**src/rtl/crc_frame_tx_pkg.sv**
```systemverilog
// ============================================================================
// crc_frame_tx_pkg : shared framer state encoding and CRC-8 constants
// Revision: 1.0
// ============================================================================
`default_nettype none

package crc_frame_tx_pkg;

   typedef enum logic [1:0] {
      ST_IDLE    = 2'd0,
      ST_PAYLOAD = 2'd1,
      ST_DROP    = 2'd2,
      ST_CRC     = 2'd3
   } state_e;

   localparam logic [7:0] SOF_DEFAULT = 8'hA5;
   // Must match the receive-side checker so both ends agree on the CRC.
   localparam logic [7:0] CRC_POLY    = 8'h07;
   localparam logic [7:0] CRC_INIT    = 8'hFF;

endpackage

`default_nettype wire

```
**src/rtl/crc_frame_tx_if.sv**
```systemverilog
// ============================================================================
// crc_frame_tx_if : payload stream, serializer stream and CRC engine bundle
// Revision: 1.0
// ============================================================================
`default_nettype none

interface crc_frame_tx_if;
   logic       valid;
   logic       ready;
   logic [7:0] data;
   logic       last;
   logic       tx_valid;
   logic       tx_ready;
   logic [7:0] tx_data;
   logic       crc_init;
   logic       crc_calc;
   logic [7:0] crc_data;
   logic [7:0] crc;

   modport slave (
      input  valid, data, last, tx_ready, crc,
      output ready, tx_valid, tx_data, crc_init, crc_calc, crc_data
   );

   modport master (
      output valid, data, last, tx_ready, crc,
      input  ready, tx_valid, tx_data, crc_init, crc_calc, crc_data
   );
endinterface

`default_nettype wire

```
**src/rtl/crc_frame_tx.sv**
```systemverilog
// ============================================================================
// crc_frame_tx : frames payload packets as SOF, payload, CRC-8 byte
// Revision: 1.0
// ============================================================================
`default_nettype none

module crc_frame_tx
   import crc_frame_tx_pkg::*;
#(
   parameter int         MAX_LEN = 16,
   parameter logic [7:0] SOF     = SOF_DEFAULT,
   parameter int         CNT_W   = 16
) (
   input  wire logic             i_clk,
   input  wire logic             i_arst_n,
   crc_frame_tx_if.slave         bus,
   output logic                  o_busy,
   output logic                  o_len_err,
   output logic [CNT_W-1:0]      o_frame_cnt
);

   localparam logic [8:0] LEN_LIMIT = 9'(MAX_LEN);

   state_e             state_q,     state_d;
   logic               tx_valid_q,  tx_valid_d;
   logic [7:0]         tx_data_q,   tx_data_d;
   logic               len_err_q,   len_err_d;
   logic [CNT_W-1:0]   frame_cnt_q, frame_cnt_d;
   logic [7:0]         count_q,     count_d;

   logic               reg_free;
   logic               ready;
   logic               crc_init;
   logic               crc_calc;

   assign reg_free = !tx_valid_q || bus.tx_ready;

   always_comb begin
      state_d     = state_q;
      tx_valid_d  = tx_valid_q && !bus.tx_ready;
      tx_data_d   = tx_data_q;
      len_err_d   = 1'b0;
      frame_cnt_d = frame_cnt_q;
      count_d     = count_q;
      ready       = 1'b0;
      crc_init    = 1'b0;
      crc_calc    = 1'b0;

      case (state_q)
         // The upstream byte only triggers the SOF here; it is consumed in PAYLOAD.
         ST_IDLE: begin
            if (bus.valid && reg_free) begin
               tx_data_d  = SOF;
               tx_valid_d = 1'b1;
               crc_init   = 1'b1;
               state_d    = ST_PAYLOAD;
            end
         end
         ST_PAYLOAD: begin
            ready = reg_free;
            if (bus.valid && reg_free) begin
               tx_data_d  = bus.data;
               tx_valid_d = 1'b1;
               crc_calc   = 1'b1;
               count_d    = count_q + 8'd1;
               if (bus.last) begin
                  state_d = ST_CRC;
               end else if (({1'b0, count_q} + 9'd1) == LEN_LIMIT) begin
                  len_err_d = 1'b1;
                  state_d   = ST_DROP;
               end
            end
         end
         ST_DROP: begin
            ready = 1'b1;
            if (bus.valid && bus.last) begin
               state_d = ST_CRC;
            end
         end
         ST_CRC: begin
            if (reg_free) begin
               tx_data_d   = bus.crc;
               tx_valid_d  = 1'b1;
               frame_cnt_d = frame_cnt_q + 1'b1;
               count_d     = 8'd0;
               state_d     = ST_IDLE;
            end
         end
         default: state_d = ST_IDLE;
      endcase
   end

   always_ff @(posedge i_clk or negedge i_arst_n) begin
      if (!i_arst_n) begin
         state_q     <= ST_IDLE;
         tx_valid_q  <= 1'b0;
         tx_data_q   <= 8'd0;
         len_err_q   <= 1'b0;
         frame_cnt_q <= '0;
         count_q     <= 8'd0;
      end else begin
         state_q     <= state_d;
         tx_valid_q  <= tx_valid_d;
         tx_data_q   <= tx_data_d;
         len_err_q   <= len_err_d;
         frame_cnt_q <= frame_cnt_d;
         count_q     <= count_d;
      end
   end

   assign bus.ready    = ready;
   assign bus.tx_valid = tx_valid_q;
   assign bus.tx_data  = tx_data_q;
   assign bus.crc_init = crc_init;
   assign bus.crc_calc = crc_calc;
   assign bus.crc_data = bus.data;

   assign o_busy      = (state_q != ST_IDLE);
   assign o_len_err   = len_err_q;
   assign o_frame_cnt = frame_cnt_q;

endmodule

`default_nettype wire
```
**src/flat_wrapper.sv**
```systemverilog
// flat-port wrapper written by rule: the top's interface ports become plain ports
module crc_frame_tx_flat import crc_frame_tx_pkg::*;
#(
   parameter int         MAX_LEN = 16,
   parameter logic [7:0] SOF     = SOF_DEFAULT,
   parameter int         CNT_W   = 16
)
  (i_clk, i_arst_n, o_busy, o_len_err, o_frame_cnt, bus_valid, bus_data, bus_last, bus_tx_ready, bus_crc, bus_ready, bus_tx_valid, bus_tx_data, bus_crc_init, bus_crc_calc, bus_crc_data);
  crc_frame_tx_if bus_i ();
  input  wire logic i_clk;
  input  wire logic i_arst_n;
  output logic o_busy;
  output logic o_len_err;
  output logic [CNT_W-1:0] o_frame_cnt;
  input wire logic [$bits(bus_i.valid)-1:0] bus_valid;
  input wire logic [$bits(bus_i.data)-1:0] bus_data;
  input wire logic [$bits(bus_i.last)-1:0] bus_last;
  input wire logic [$bits(bus_i.tx_ready)-1:0] bus_tx_ready;
  input wire logic [$bits(bus_i.crc)-1:0] bus_crc;
  output wire logic [$bits(bus_i.ready)-1:0] bus_ready;
  output wire logic [$bits(bus_i.tx_valid)-1:0] bus_tx_valid;
  output wire logic [$bits(bus_i.tx_data)-1:0] bus_tx_data;
  output wire logic [$bits(bus_i.crc_init)-1:0] bus_crc_init;
  output wire logic [$bits(bus_i.crc_calc)-1:0] bus_crc_calc;
  output wire logic [$bits(bus_i.crc_data)-1:0] bus_crc_data;
  assign bus_i.valid = bus_valid;
  assign bus_i.data = bus_data;
  assign bus_i.last = bus_last;
  assign bus_i.tx_ready = bus_tx_ready;
  assign bus_i.crc = bus_crc;
  assign bus_ready = bus_i.ready;
  assign bus_tx_valid = bus_i.tx_valid;
  assign bus_tx_data = bus_i.tx_data;
  assign bus_crc_init = bus_i.crc_init;
  assign bus_crc_calc = bus_i.crc_calc;
  assign bus_crc_data = bus_i.crc_data;
  crc_frame_tx #(.MAX_LEN(MAX_LEN), .SOF(SOF), .CNT_W(CNT_W)) u_core (.i_clk(i_clk), .i_arst_n(i_arst_n), .bus(bus_i), .o_busy(o_busy), .o_len_err(o_len_err), .o_frame_cnt(o_frame_cnt));
endmodule
```
**config.mk**
```make
export PLATFORM = sky130hd
export DESIGN_NAME = crc_frame_tx_flat
export DESIGN_NICKNAME = d
export VERILOG_FILES = /design/src/rtl/crc_frame_tx_pkg.sv /design/src/rtl/crc_frame_tx_if.sv /design/src/rtl/crc_frame_tx.sv /design/src/flat_wrapper.sv
export SDC_FILE = /design/constraint.sdc
export NUM_CORES = 1
export LEC_CHECK = 0
export CORE_MARGIN = 10
export CORE_UTILIZATION = 40
export DETAILED_ROUTE_END_ITERATION = 7
export GPL_ROUTABILITY_DRIVEN = 0
export PLACE_DENSITY = 0.8
export SLEW_MARGIN = 0
export SYNTH_ARGS = -nofsm -noshare
export SYNTH_HDL_FRONTEND = slang
export SYNTH_SLANG_ARGS = --single-unit
export TNS_END_PERCENT = 50
```
**constraint.sdc**
```tcl
create_clock -name i_clk -period 2.4 [get_ports i_clk]
set_clock_uncertainty 0.05 [all_clocks]
set_input_delay 0.48 -clock i_clk [delete_from_list [all_inputs] [get_ports i_clk]]
set_output_delay 0.48 -clock i_clk [all_outputs]
set_load 0.02 [all_outputs]
```
Word level (Yosys, flattened, before mapping)
Index checks and enable logic that the tools add are counted.

operators by class
  eq/ne operators = 9
  add/subtract/negate cells = 3
  mux-type cells = 25
  reductions and logical operators = 15

operators with widths
  cell                                                    count
  2-to-1 mux 8 bit                                        5
  case mux 8 bit (3 select lines)                         1
  adder 16 x 1 -> 16 bit (second input constant)          1
  case mux 8 bit (2 select lines)                         1
  2-to-1 mux 2 bit                                        6
  adder 8 x 1 -> 9 bit (second input constant)            1
  == test 9 x 5 -> 1 bit (second input constant)          1
  2-to-1 mux 1 bit                                        9
  adder 8 x 1 -> 8 bit (second input constant)            1
  inequality test 2 x 1 -> 1 bit (second input constant)  4
  case mux 2 bit (4 select lines)                         1
  AND reduction 5 bit                                     1
  == test 2 bit (second input constant)                   2
  case mux 1 bit (2 select lines)                         2
  AND reduction 4 bit                                     1
  nonzero test 2 bit                                      2
  logical AND 1 bit                                       3
  inequality test 3 x 2 -> 1 bit (second input constant)  1
  AND reduction 3 bit                                     1
  nonzero test 3 bit                                      1
  == test 2 x 1 -> 1 bit (second input constant)          1
  zero test 1 bit                                         2
  zero test 2 bit                                         1
  AND reduction 2 bit                                     1
  2 further kinds                                         2

storage, ports and cells
  flip-flop bits (word level) = 36
  output and inout port bits = 38
  bits of input ports = 21

Logic depth before layout (Yosys ltp)
  word-level depth = 6
  gate-level depth with buffers = 8
  mapped depth without buffers = 7

Least setup slack after synthesis
No wires, ideal clock.

  path kind = register -> register
  start = reg u_core.count_q[0]
  end = reg u_core.state_q[0]
  arrival time = 2.078 ns
  stages on the path, launching flop included = 7
  required time = 2.230 ns
  clock period less this slack = 2.248 ns
  setup time = 0.120 ns
  path slack = 0.152 ns
  path through = dfrtp_1 > ha_1 > nor3_1 > a41oi_2 > or4_1 > or4b_1 > and3_1

between the ends
  cells in the longest elaborated chain, start to end = 4

RTL lines
  what                                             line                 text
  from (decl)                                      crc_frame_tx.sv:29   logic [7:0] count_q, count_d;
  from (signal assigned)                           crc_frame_tx.sv:107  count_q <= count_d;
  adder 8 x 1 -> 9 bit                             crc_frame_tx.sv:68   end else if (({1'b0, count_q} + 9'd1) == LEN_LIMIT) begin
  == test 9 x 5 -> 1 bit                           crc_frame_tx.sv:68
  inequality test 3 x 2 -> 1 bit (no source line)  --
  AND reduction 5 bit (no source line)             --
  to (signal assigned)                             crc_frame_tx.sv:102  state_q <= state_d;
  to (decl)                                        crc_frame_tx.sv:24   state_e state_q, state_d;

Every way passes these cells.
A chain may end at the register's enable or synchronous reset.

Worst setup path in the final report
Same ends and word-level chain as after synthesis.

==> results.md <==
- Entering global routing, the biggest net connects 37 pins.
- The number of buffers created by CTS is 5.
- Cells fill 58.22% of the core in the end.
- The number of cells in the design after placement is 332.
- The final route contains 1784 vias.
- The synthesized design contains 0 enable-type register cells.
- The clock-pin slew of the registers on the worst-case setup and hold paths is 0.08 ns.
- The die boundary height is 90.79 um.
- In this run the remaining antenna-violating nets after routing total 0.
- After the first detailed-routing iteration, the DRC count stood at approximately 160.
- The floorplan core area is 4786 sq um.
- The longest clock path from root to sink contains 2 buffers.
- TritonCTS built the clock tree.
- Of the total power, the share spent switching nets is 40.00%.
- Counting flops with an async set or reset pin after synthesis yields a share of 100.0%.
- In the synthesized netlist, the number of instances is 208.
- The die covers 8243 sq um.
- For this block, the routed nets add up to 5.284 mm of wire.
- The count of buffers added on input and output ports is 58.
- The number of buffers inserted by post-CTS setup repair is 0.
- The relative contribution of combinational cells to total power is between 50% and 60%.
- The area growth from synthesis to layout is 39.01%.
- STA puts the critical path data arrival time at around 2.4 ns.
- Dividing the synthesized area by the synthesized cell count gives 9.637 sq um.
- The final hold violation count is 0.
- In this run, post-CTS hold repair placed 0 buffers.
- The count of max-cap constraint violations is 0.
- The proportion of layout cells with a drive suffix above 1 is between 10% and 20%.
- In this run the worst path has a maximum fanout of 5.
- The type of element launching the critical path is a register.
- The root buffer cell chosen for the clock tree is sky130_fd_sc_hd__clkbuf_8.
- The filler cells instantiated in the layout total roughly 440.
- Counting I/O delays and the setup requirement, the final critical path takes between 2 and 2.5 ns.
- Using the TritonRoute via totals, the vias-per-cell ratio works out to 5.247.
- The total power density per cell area is 1050 nW/um^2.
- The number of nets produced by synthesis is 236.
- After the last flow step, the layout net total stands at 300.
- Counting distinct cell types in the post-synthesis netlist gives 45.
- The analysis attributes to cell leakage a power of 1.177 nW.
- The clock sink total is 36.
- The flow ran to the end, and the final reports show no timing, DRC or antenna violations.
- The H-tree level count is 2.
- Dividing the detail-routed wire length by the instance count gives 15.54 um.
- Global routing used 12.79% of the available tracks across all layers.
- The multi-input combinational cells in the finished layout cover a total of 979.7 sq um.
- Setup violations remaining at the end of the flow were counted as 0.
- The final-report max-slew violation count is 0.
- The highest achievable clock rate is approximately 0.43 GHz.
- Headroom to the max-slew limit came out at 45.85%.
- The final global-route overflow total is 0.
- The number of warnings issued by yosys is 0.
- The floorplan has 25 rows.
- For this run, the detailed router's first-pass iteration total came to 4.
- The insertion delay to the later sink of the worst-skew pair is 0.29 ns.
- The internal power is 0.001755 W.
- The final period utilization is around 96%.
- The leading register cell type out of synthesis is sky130_fd_sc_hd__dfrtp_1.
- The via count of the first global-routing pass is between 1500 and 2000.
- The number of antenna violations at the first check in global routing is 0.
- The class of the worst hold path is in -> async.
- The synthesized area is around 2000 sq um.
- The part of the total power dissipated in the clock network is 18.2%.
- During I/O placement, the number of pins put on the boundary was 59.
- Registers are responsible for 29.8% of the overall power.
- The kind of critical path is reg -> reg.
- The sequential cell area fraction in the yosys report is between 40 and 50%.
- The worst setup path is captured at a register.
- Setup repair after global routing could not meet its margin everywhere.
- The effective utilization at floorplan is between 40% and 50%.
- The sum of net half-perimeters after detailed placement is between 3 and 4 mm.
- At the worst endpoint, the required time is ~2.5 ns.
- Counting cells, the worst reg-to-reg path comes to 6.
- The die boundary width is 90.79 um.
- The global-route wire length before repair is 8.804 mm.
- Leaving out filler cells and counting taps, the final layout contains 340.
- The net switching power figure is roughly 0.0012 W.
- The repair_antennas step left the layout with diodes totalling 0.
- For the pin with the worst max-slew slack, the measured transition is 0.8123 ns.
- Across the VDD grid, the largest voltage drop is 0.7702 mV.
- Counting flops and latches in the post-synthesis netlist gives 36.
- After detailed routing, the number of remaining DRC violations is 0.
- Across the whole layout, storage elements account for 902.1 sq um.
==> repair_timing <==
| action | in CTS | in global routing |
|---|---|---|
| pin swaps | 0 | 1 |
| setup endpoints to repair | 4 | 3 |
| resized for setup | 5 | 3 |
==> power groups by stage <==
stage	logic, W	registers, W	clock network (W)
final	0.00152	0.000873	0.000533
after global routing	0.00169	0.000897	0.000571
after floorplan	0.000780	0.00102	0
after CTS	0.00153	0.000872	0.000545
after global placement	0.00151	0.000875	0
after detailed placement	0.00153	0.000883	0
==> sequential cells by signal, summed over array words and instances, names as in the netlist <==
name,cells
u_core.bus.tx_data,8
u_core.state_q,2
u_core.count_q,8
u_core.o_frame_cnt,16
u_core.bus.tx_valid,1
u_core.o_len_err,1
==> path summary, 6_finish.rpt <==
| path | startpoint | slack, ns | endpoint |
|---|---|---|---|
| max in group asynchronous | i_arst_n | 1.51 | u_core.state_q[0] |
| hold reg to reg | u_core.o_frame_cnt[10] | 0.45 | u_core.o_frame_cnt[10] |
| setup reg to reg | u_core.count_q[0] | 0.09 | u_core.state_q[0] |
| setup / recovery | u_core.count_q[0] | 0.09 | u_core.state_q[0] |
| min in group i_clk | u_core.o_frame_cnt[10] | 0.45 | u_core.o_frame_cnt[10] |
| hold / removal | i_arst_n | 0.23 | u_core.o_frame_cnt[2] |
==> metal layers <==
layer  up-vias  routed length [um]  track usage (%)
li1        868                   -                -
met1       853                2197            14.32
met2        61                2592            21.57
met3         2                 483            6.484
met4         0                  11            2.089
met5         -                   0                0
==> cells in the final DEF, fill, tap and decap left out, types with 2 or more instances in the layout <==
cell and n:
sky130_fd_sc_hd__a21oi_1 8, sky130_fd_sc_hd__a22oi_1 8, sky130_fd_sc_hd__a31oi_1 5, sky130_fd_sc_hd__and3_1 4, sky130_fd_sc_hd__and3_2 2, sky130_fd_sc_hd__buf_4 15
sky130_fd_sc_hd__clkbuf_8 5, sky130_fd_sc_hd__clkdlybuf4s50_1 53, sky130_fd_sc_hd__dfrtp_1 35, sky130_fd_sc_hd__dlygate4sd2_1 3, sky130_fd_sc_hd__ha_1 6, sky130_fd_sc_hd__inv_1 6
sky130_fd_sc_hd__nand2_1 20, sky130_fd_sc_hd__nand3_1 9, sky130_fd_sc_hd__nand3b_1 2, sky130_fd_sc_hd__nand4_1 5, sky130_fd_sc_hd__nor2_1 19, sky130_fd_sc_hd__nor2b_1 2
sky130_fd_sc_hd__o211ai_1 2, sky130_fd_sc_hd__o21ai_0 13, sky130_fd_sc_hd__o31ai_1 3, sky130_fd_sc_hd__or4_1 2, sky130_fd_sc_hd__or4b_2 2, sky130_fd_sc_hd__xnor2_1 13
sky130_fd_sc_hd__xor2_1 3
==> critical path, stage by stage, from the launching register on <==
cell,delay [ns]
sky130_fd_sc_hd__dfrtp_1,0.40
sky130_fd_sc_hd__ha_1,0.28
sky130_fd_sc_hd__nor3_2,0.20
sky130_fd_sc_hd__a41oi_2,0.08
sky130_fd_sc_hd__or4_1,0.51
sky130_fd_sc_hd__or4b_1,0.48
sky130_fd_sc_hd__and3_1,0.20
==> kinds of logic (layout without fill, tap and decap cells) <==
family	count (synthesis)	after routing	share of synthesized area (%)
and+or+nand+nor	78	78	20.04
muxes	2	2	1.061
DFF	36	36	44.94
AOI/OAI and AO/OA	47	47	15.92
xor gates and xnor gates	16	16	6.992
adders and majority gates	7	7	4.369
buffers and inverters	22	87	6.679
==> area by class of cell <==
class                           count  share of cell area (%)
Multi-Input combinational cell    150                   35.16
Sequential cell                    36                   32.38
Timing Repair Buffer               73                   24.65
Tap cell                           67                   3.009
Clock buffer                        5                   2.470
Clock inverter                      3                   1.527
Inverter                            6                  0.8083
==> Yosys cell counts, drive strengths merged, types with 3 or more instances <==
cell type / count / area (sq um)
o21ai: 13 / 65.06
a21oi: 8 / 40.04
nor2: 19 / 71.32
nand4: 5 / 31.28
o31ai: 3 / 22.52
xnor2: 13 / 113.9
and3: 6 / 40.03
or4b: 3 / 30.03
a31oi: 5 / 31.28
xor2: 3 / 26.28
dfrtp: 36 / 900.9
a22oi: 8 / 60.06
buf: 14 / 103.8
inv: 6 / 22.52
nand3: 9 / 45.04
nand2: 20 / 75.07
ha: 7 / 87.58
==> stage by stage <==
stage	cell area (sq um)	hold slack [ns]	power (W)	worst slack, ns	TNS (ns)
detailed placement	2665	0.4405	0.002414	-0.1940	-0.8333
CTS	2780	0.2630	0.002948	0.02484	0
finish	2786	0.2339	0.002925	0.09372	0
floorplan	2004	0.1344	0.001796	0.1525	0
global placement	2665	0.4105	0.002381	-0.1807	-0.6332
global route	2786	0.3032	0.003157	-0.02686	-0.02686
Power figures use the tool's default switching activity.
